`config.mk`:
```
export PLATFORM = sky130hd
export DESIGN_NAME = qed_mode_sequencer
export DESIGN_NICKNAME = d
export VERILOG_FILES = /design/src/rtl/qed_mode_sequencer.sv
export SDC_FILE = /design/constraint.sdc
export NUM_CORES = 1
export LEC_CHECK = 0
export BUFFER_PORTS_ARGS = -buffer_cell sky130_fd_sc_hd__buf_2
export CORE_ASPECT_RATIO = 1.2
export CORE_MARGIN = 3
export CORE_UTILIZATION = 49
export CTS_CLUSTER_DIAMETER = 30
export DETAILED_ROUTE_END_ITERATION = 12
export GPL_ROUTABILITY_DRIVEN = 0
export PLACE_DENSITY = 0.67
export SLEW_MARGIN = 0
export SYNTH_ARGS = -nofsm -noshare
export SYNTH_HDL_FRONTEND = slang
export SYNTH_SLANG_ARGS = --single-unit
```
`constraint.sdc`:
```
create_clock -name clk -period 9 [get_ports clk]
set_input_delay 0 -clock clk [delete_from_list [all_inputs] [get_ports clk]]
set_output_delay 0 -clock clk [all_outputs]
set_load 0.05 [all_outputs]
```
`src/rtl/qed_mode_sequencer.sv`:
```
// qed_mode_sequencer: passes original instructions to decode while logging them,
// then replays them with r0-r15 remapped to r16-r31 and strobes the checker.
// Optional feature macro: QED_ROUND_CNT_EN (builds a saturating round counter).
module qed_mode_sequencer #(
  parameter int unsigned DEPTH      = 8,
  parameter int unsigned INST_LIMIT = 8,
  parameter int unsigned SETTLE_CYC = 4
) (
  input  logic        clk,
  input  logic        rst,
  input  logic [32:0] in_inst,
  input  logic        in_vld,
  output logic        in_rdy,
  input  logic        force_check,
  output logic [32:0] out_inst,
  output logic        out_vld,
  input  logic        out_rdy,
  output logic        mode,
  output logic        cmp_ena,
  output logic [15:0] round_cnt
);

  localparam int unsigned AW = $clog2(DEPTH);
  localparam int unsigned CW = AW + 1;

  typedef enum logic [2:0] {ORIG, SETTLE1, CHECK, SETTLE2, DONE} state_t;

  state_t         state;
  logic [32:0]    mem [DEPTH];
  logic [AW-1:0]  wr_ptr;
  logic [AW-1:0]  rd_ptr;
  logic [CW-1:0]  count;
  logic [3:0]     settle_cnt;

  logic           full;
  logic           empty;
  logic           push;
  logic           pop;
  logic           last_pop;
  logic           round_end;
  logic           settle_done;
  logic [CW-1:0]  occ_next;

  // Set bit 4 of rd, rs1 and (register form only) rs2 for format-2/3 instructions.
  function automatic logic [32:0] remap(input logic [32:0] i);
    logic [32:0] r;
    r = i;
    if (i[31]) begin
      r[29] = 1'b1;
      r[18] = 1'b1;
      if (!i[13]) r[4] = 1'b1;
    end
    return r;
  endfunction

  // FIFO status and round-boundary decode.
  always_comb begin
    full        = (count == CW'(DEPTH));
    empty       = (count == '0);
    push        = (state == ORIG) && in_vld && out_rdy && !full;
    pop         = (state == CHECK) && !empty && out_rdy;
    occ_next    = count + CW'(push);
    round_end   = (occ_next == CW'(INST_LIMIT)) || (force_check && (occ_next != '0));
    last_pop    = pop && (count == CW'(1));
    settle_done = (settle_cnt == 4'(SETTLE_CYC - 1));
  end

  // Log storage; contents are don't-care until written.
  always_ff @(posedge clk) begin
    if (!rst && push) mem[wr_ptr] <= in_inst;
  end

  // Sequencer state, FIFO pointers and settle timer.
  always_ff @(posedge clk) begin
    if (rst) begin
      state      <= ORIG;
      wr_ptr     <= '0;
      rd_ptr     <= '0;
      count      <= '0;
      settle_cnt <= '0;
    end else begin
      if (push) begin
        wr_ptr <= wr_ptr + AW'(1);
        count  <= count + CW'(1);
      end else if (pop) begin
        rd_ptr <= rd_ptr + AW'(1);
        count  <= count - CW'(1);
      end
      case (state)
        ORIG: begin
          if (round_end) begin
            state      <= SETTLE1;
            settle_cnt <= '0;
          end
        end
        SETTLE1: begin
          if (settle_done) begin
            state      <= CHECK;
            settle_cnt <= '0;
          end else begin
            settle_cnt <= settle_cnt + 4'(1);
          end
        end
        CHECK: begin
          if (last_pop) begin
            state      <= SETTLE2;
            settle_cnt <= '0;
          end
        end
        SETTLE2: begin
          if (settle_done) begin
            state      <= DONE;
            settle_cnt <= '0;
          end else begin
            settle_cnt <= settle_cnt + 4'(1);
          end
        end
        DONE:    state <= ORIG;
        default: state <= ORIG;
      endcase
    end
  end

  // Output steering; ORIG is a zero-latency pass-through, everything is 0 in reset.
  always_comb begin
    in_rdy   = 1'b0;
    out_inst = '0;
    out_vld  = 1'b0;
    mode     = 1'b0;
    cmp_ena  = 1'b0;
    if (!rst) begin
      case (state)
        ORIG: begin
          out_inst = in_inst;
          out_vld  = in_vld;
          in_rdy   = out_rdy && !full;
        end
        CHECK: begin
          out_inst = remap(mem[rd_ptr]);
          out_vld  = !empty;
          mode     = 1'b1;
        end
        SETTLE2: mode = 1'b1;
        DONE: begin
          mode    = 1'b1;
          cmp_ena = 1'b1;
        end
        default: ;
      endcase
    end
  end

`ifdef QED_ROUND_CNT_EN
  logic [15:0] cnt_q;

  // Completed-round counter, saturating.
  always_ff @(posedge clk) begin
    if (rst) begin
      cnt_q <= '0;
    end else if ((state == DONE) && (cnt_q != 16'hFFFF)) begin
      cnt_q <= cnt_q + 16'(1);
    end
  end

  assign round_cnt = rst ? 16'(0) : cnt_q;
`else
  assign round_cnt = '0;
`endif

endmodule

```
==> results of run 1 <==
==> where the power goes <==
part / total [mW] / switching, mW / internal [mW] / leakage, nW
clock: 1.59 / 0.585 / 1.00 / 0.668
sequential: 1.48 / 0.0165 / 1.46 / 2.54
combinational: 0.285 / 0.205 / 0.0800 / 1.40
==> critical path: stages (launching register included) <==
cell and delay [ns]:
dfxtp_1 0.46, inv_1 0.12, ha_1 0.26, nand2_1 0.11, o2111a_1 0.39, inv_1 0.29
nor3_2 1.09, buf_4 0.51
==> final cells by class <==
| class | instances | area (sq um) |
|---|---|---|
| timing repair buffer | 122 | 816 |
| sequential | 284 | 8340 |
| fill | 1724 | 9250 |
| multi-input combinational | 299 | 3070 |
| tap | 315 | 394 |
| clock inverter | 29 | 347 |
| clock buffer | 44 | 1050 |
| inverter | 6 | 22.5 |
==> cells by family after synthesis <==
kind of cell,after synthesis,synth area share
xor gates and xnor gates,5,0.00377
adders and majority gates,10,0.0108
other,1,0.000323
DFF,284,0.716
buffers and inverters,59,0.0292
muxes,101,0.158
AOI/OAI and AO/OA,92,0.0473
and+or+nand+nor,75,0.0340
==> routing by layer <==
| metal | up-vias | global-route usage |
|---|---|---|
| met5 | - | 0 |
| met4 | 0 | 0.0576 |
| met3 | 39 | 0.0332 |
| met2 | 173 | 0.308 |
| met1 | 3107 | 0.249 |
| li1 | 2764 | - |
==> how the worst min path moves through the flow <==
stage / from / depth (start not counted) / slack, ns / to
2_1_floorplan: in_inst[0] / 0 / 0.1 / mem[0][0]
3_3_place_gp: in_inst[30] / 1 / 0.28 / mem[2][30]
3_5_place_dp: in_inst[6] / 1 / 0.29 / mem[4][6]
4_1_cts: in_vld / 4 / 0.05 / wr_ptr[1]
5_1_grt: in_vld / 4 / 0.09 / wr_ptr[1]
6_report: in_vld / 4 / 0.08 / wr_ptr[1]
==> flip-flops by register name, summed over array words and instances (netlist names), named ones only <==
signal and cells:
settle_cnt 4, mem 264, count 4, rd_ptr 3, wr_ptr 3, state 3
==> cell usage in the layout, fill, tap and decap left out, types with 7 or more instances in the layout <==
| master | synthesis | layout |
|---|---|---|
| a21oi_1 | 37 | 37 |
| nor2_1 | 21 | 18 |
| edfxtp_1 | 264 | 264 |
| conb_1 | 1 | 16 |
| dlygate4sd3_1 | 0 | 34 |
| dfxtp_1 | 20 | 16 |
| buf_2 | 16 | 74 |
| mux2i_1 | 32 | 32 |
| mux4_2 | 66 | 66 |
| nor2b_1 | 7 | 7 |
| buf_4 | 22 | 14 |
| clkbuf_16 | 0 | 41 |
| nand2_1 | 17 | 17 |
| ha_1 | 10 | 10 |
| clkinv_4 | 0 | 8 |
| o21ai_0 | 34 | 34 |
==> metrics by stage <==
| step | power, mW | setup WS (ns) | area, sq um |
|---|---|---|---|
| detailed placement | 1.78 | 5.38 | 12300 |
| finish | 3.35 | 5.41 | 14000 |
| floorplan | 1.71 | 3.73 | 11700 |
| global placement | 1.77 | 5.70 | 12300 |
| CTS | 3.38 | 5.37 | 14000 |
| global route | 3.46 | 5.16 | 14000 |
==> results.yml, run 1 <==
clock_tree:
  cts.htree.levels: 2
  clk_latency_ns: 0.51
  cts-hold-fix-buffers: 34
  cts_resized: 0
  cts_inserted_buffers: 40
  cts_sinks: 284
  cts_tree: "done"
  clockBufferDepth: 3
  post-cts-setup-buffers: 0
  clkSlewWorstSetupHoldPaths_ns: 0.05
  cts_root_buf: "clkbuf_16"
detailed_routing:
  met3_length_um: 1070
  met1Wirelength_um: 9760
  vias: 6083
  first_iter_violations: 346
  route.antenna.remaining_nets: 0
  routedWlPerCell_um: 21.1
  routed.top_layer: "met4"
  met2_length_um: 11900
  drc: 0
  postRouteWirelength_um: 23200
  routed_via_density: 5.54
  dr.pass1.iters: 4
final_layout:
  layout.nets: 801
  drive_gt1_frac: 0.313
  final_util: 0.603
  area_delta_synth_final_pct: 20.7
  antenna_cells: 0
  instances_no_fill: 1099
synthesis:
  synth_cell_types: 54
  synth_common_cells: "264 x edfxtp_1, 66 x mux4_2, 37 x a21oi_1"
  synth_cells: 627
  synth_top_area_share: 0.682
  synth.area.top_cells: "edfxtp_1 68%, mux4_2 13%, dfxtp_1 3.4%"
  synth.most_common_cell: "edfxtp_1"
  synth_edf_count: 264
  async_reset_ff_frac: 0
  yosys.area.top_type: "edfxtp_1"
  ys_ff_latch: 284
  ys_warn_count: 0
  synthFlopType: "edfxtp_1"
  synth_seq_area_share: 0.716
  syn_area_per_cell_sq_um: 18.5
  syn_area_sq_mm: 0.0116
setup_path:
  path_max_fanout: 21
  worstPathRequired_ns: 9.16
  rr_worst_depth: 7
  start_kind: "flip-flop"
  crit_path_start: "count[1]"
  r2r_end: "mem[1][2]"
  setup.worst_path.end: "mem[1][2]"
  reg2reg_slack_ns: 5.41
  cp_data_arrival_time_ns: 3.75
  r2r_start: "count[1]"
  worstSetupEndpointType: "flip-flop"
  critPathKind: "flip-flop to flip-flop"
grt:
  first_global_vias: 6387
  grt_pass1_wl_um: 36900
  grt_use_total: 0.184
  grt_max_degree: 76
  antenna_found_initial: 0
  grt-ovfl-total: 0
sta:
  fin_crit_ns: 3.59
  fmax_mhz: 279
  rsz0062_at_grt: "false"
  hold_slack_ns: 0.0803
  worst_pin_slew_ns: 1.31
  fin_setup_tns_ns: 0
  setup_viol: 0
  hold_viol: 0
  finClkSkew_ns: 0.0188
  period_share: 0.399
  final_max_slew_viol_count: 0
  max_slew_margin: 0.121
place:
  dpl.hpwl_um: 12900
  io_buffers: 74
  dp_cells: 992
floorplan:
  ioPinCount: 91
  rows: 61
  die_w_um: 147
  die_height_um: 175
  die_area_sq_mm: 0.0256
  core_area_sq_mm: 0.0233
  initial_utilization: 0.499
hold_path:
  hold_class: "input port to flip-flop"
pwr:
  p_per_area_mw_per_mm2: 239
  power_leakage_nw: 4.60
  vdd_drop_max_mv: 0.167
run_status:
  outcome: "finished, final reports clean"
flow_run:
  drv_cap: 0
Note: power is estimated with default switching activity, not from simulation.
==> run 2, diff against run 1 <==
--- a/config.mk
+++ b/config.mk
@@ -12,7 +12,7 @@
 export CTS_CLUSTER_DIAMETER = 30
 export DETAILED_ROUTE_END_ITERATION = 12
 export GPL_ROUTABILITY_DRIVEN = 0
-export PLACE_DENSITY = 0.67
+export PLACE_DENSITY = 0.7
 export SLEW_MARGIN = 0
 export SYNTH_ARGS = -nofsm -noshare
 export SYNTH_HDL_FRONTEND = slang
==> constraint.sdc (replaced) <==
create_clock -name clk -period 3 [get_ports clk]
set_input_delay 0 -clock clk [delete_from_list [all_inputs] [get_ports clk]]
set_output_delay 0 -clock clk [all_outputs]
set_load 0.05 [all_outputs]
==> run 2 against run 1 <==
Die area did not move. Count of clock-buffer cells in the layout is 1 lower. Highest routed layer unchanged. Via count up 0.48%. Wire length decreased by 2.9%. Register-to-register slack got worse by 5.1 ns. Non-clock buffer count grew 3.
==> results.yml, run 2 (synthesized netlist as in run 1, its figures left out) <==
run_status:
  outcome: "finished, final reports clean"
setup_path:
  reg2reg_slack_ns: 0.32
  setup.worst_path.end: "out_inst[29]"
  critPathKind: "flip-flop to primary output"
  crit_cells: 5
  worstPathRequired_ns: 3.00
  worstSetupEndpointType: "primary output"
  crit_path_top_delay_cell: "dfxtp_4"
  cp_data_arrival_time_ns: 2.73
  crit_path_cell_trace: "buf_4, mux2_2, a211oi_1, a21oi_1, buf_2"
  r2r_end: "settle_cnt[3]"
  r2r_start: "count[1]"
  rr_worst_depth: 10
  critical_path_buf_inv_count: 2
  start_kind: "flip-flop"
  path_max_fanout: 26
  critical-path-max-stage-delay_ns: 0.68
  path_delay_family: "flip-flops"
final_layout:
  final_util: 0.602
  final_common_cell: "edfxtp_1"
  layout.nets: 802
  final_cell_area_sq_mm: 0.0140
  area_delta_synth_final_pct: 20.6
  instances_no_fill: 1099
  fillers: 1677
  drive_gt1_frac: 0.308
  regMostFlops: "mem"
  largest_register_ffs: 264
  top_regs: "mem x264, count x4, settle_cnt x4"
  mostFrequentLayoutCells: "264 x edfxtp_1, 74 x buf_2, 66 x mux4_2"
detailed_routing:
  met2_length_um: 11700
  routed.top_layer: "met4"
  routed_via_density: 5.56
  route.antenna.remaining_nets: 0
  drc: 0
  vias: 6112
  routedWlPerCell_um: 20.5
  met1Wirelength_um: 9080
  postRouteWirelength_um: 22500
  dr.pass1.iters: 5
  met3_length_um: 1380
  first_iter_violations: 439
sta:
  fin_ws_ns: 0.267
  setup_viol: 0
  finClkSkew_ns: 0.0148
  max_slew_margin: 0.489
  period_share: 0.911
  final_max_slew_viol_count: 0
  fmax_mhz: 366
  hold_slack_ns: 0.00681
  fin_setup_tns_ns: 0
  rsz0062_at_grt: "false"
  hold_viol: 0
  worst_pin_slew_ns: 0.766
  fin_crit_ns: 2.73
floorplan:
  die_w_um: 147
  rows: 61
  core_area_sq_mm: 0.0233
  ioPinCount: 91
  die_height_um: 175
  die_area_sq_mm: 0.0256
  initial_utilization: 0.499
hold_path:
  holdPathStages: 4
  hold_class: "input port to flip-flop"
pwr:
  vdd_drop_max_mv: 0.436
  power_mw: 9.51
  p_per_area_mw_per_mm2: 678
  power_leakage_nw: 4.57
place:
  dp_cells: 995
  place_ws_ns: 0.251
  placed_area_sq_mm: 0.0125
  dpl.hpwl_um: 12900
  io_buffers: 74
grt:
  grt_pass1_wl_um: 36100
  first_global_vias: 6381
  grt-ovfl-total: 0
  grt_use_total: 0.180
  antenna_found_initial: 1
  grt_max_degree: 76
clock_tree:
  clkSlewWorstSetupHoldPaths_ns: 0.05
  clk_latency_ns: 0.51
  cts_root_buf: "clkbuf_16"
  post-cts-setup-buffers: 0
  cts.htree.levels: 2
  clockBufferDepth: 3
  cts_sinks: 284
  cts_tree: "done"
  cts_inserted_buffers: 38
flow_run:
  drv_cap: 0
==> run 2: layout make-up <==
class,instances,area [sq um],area share
antenna,1,2.50,0.000178
clock inverter,26,189,0.0135
multi-input combinational,299,3110,0.222
sequential,284,8340,0.595
tap,315,394,0.0281
timing repair buffer,125,938,0.0669
clock buffer,43,1030,0.0737
inverter,6,22.5,0.00161
==> run 2: where the power goes <==
group	internal (mW)	switching [mW]	leakage [nW]
Sequential	4.39	0.0521	2.54
Combinational	0.243	0.619	1.44
Clock	2.52	1.68	0.589
==> run 2: what timing repair did <==
action / CTS / global route
endpoints found under the setup margin: 0 / 1
hold buffers: 34 / 0
endpoints found under the hold margin: 274 / 0
gates resized for setup: 0 / 1
==> run 2: how the worst min path moves through the flow <==
stage	from	end	slack [ns]
after floorplan	in_inst[0]	mem[0][0]	0.1
after global placement	in_inst[4]	mem[2][4]	0.26
after detailed placement	in_inst[17]	mem[7][17]	0.29
after CTS	in_vld	wr_ptr[1]	0.03
after global routing	out_rdy	wr_ptr[1]	0.02
final	in_vld	wr_ptr[1]	0.007
==> run 2: per-layer routing <==
metal / track usage / vias up
li1: - / 2770
met5: 0 / -
met3: 0.0332 / 29
met2: 0.313 / 211
met1: 0.234 / 3102
met4: 0.0486 / 0
==> run 2: tightest hold or removal path: cells and delay by family <==
family	cells	cell delay [ns]
AND/OR/NAND/NOR	1	0.08
buffers and inverters	1	0.11
AO/OA/AOI/OAI	2	0.25
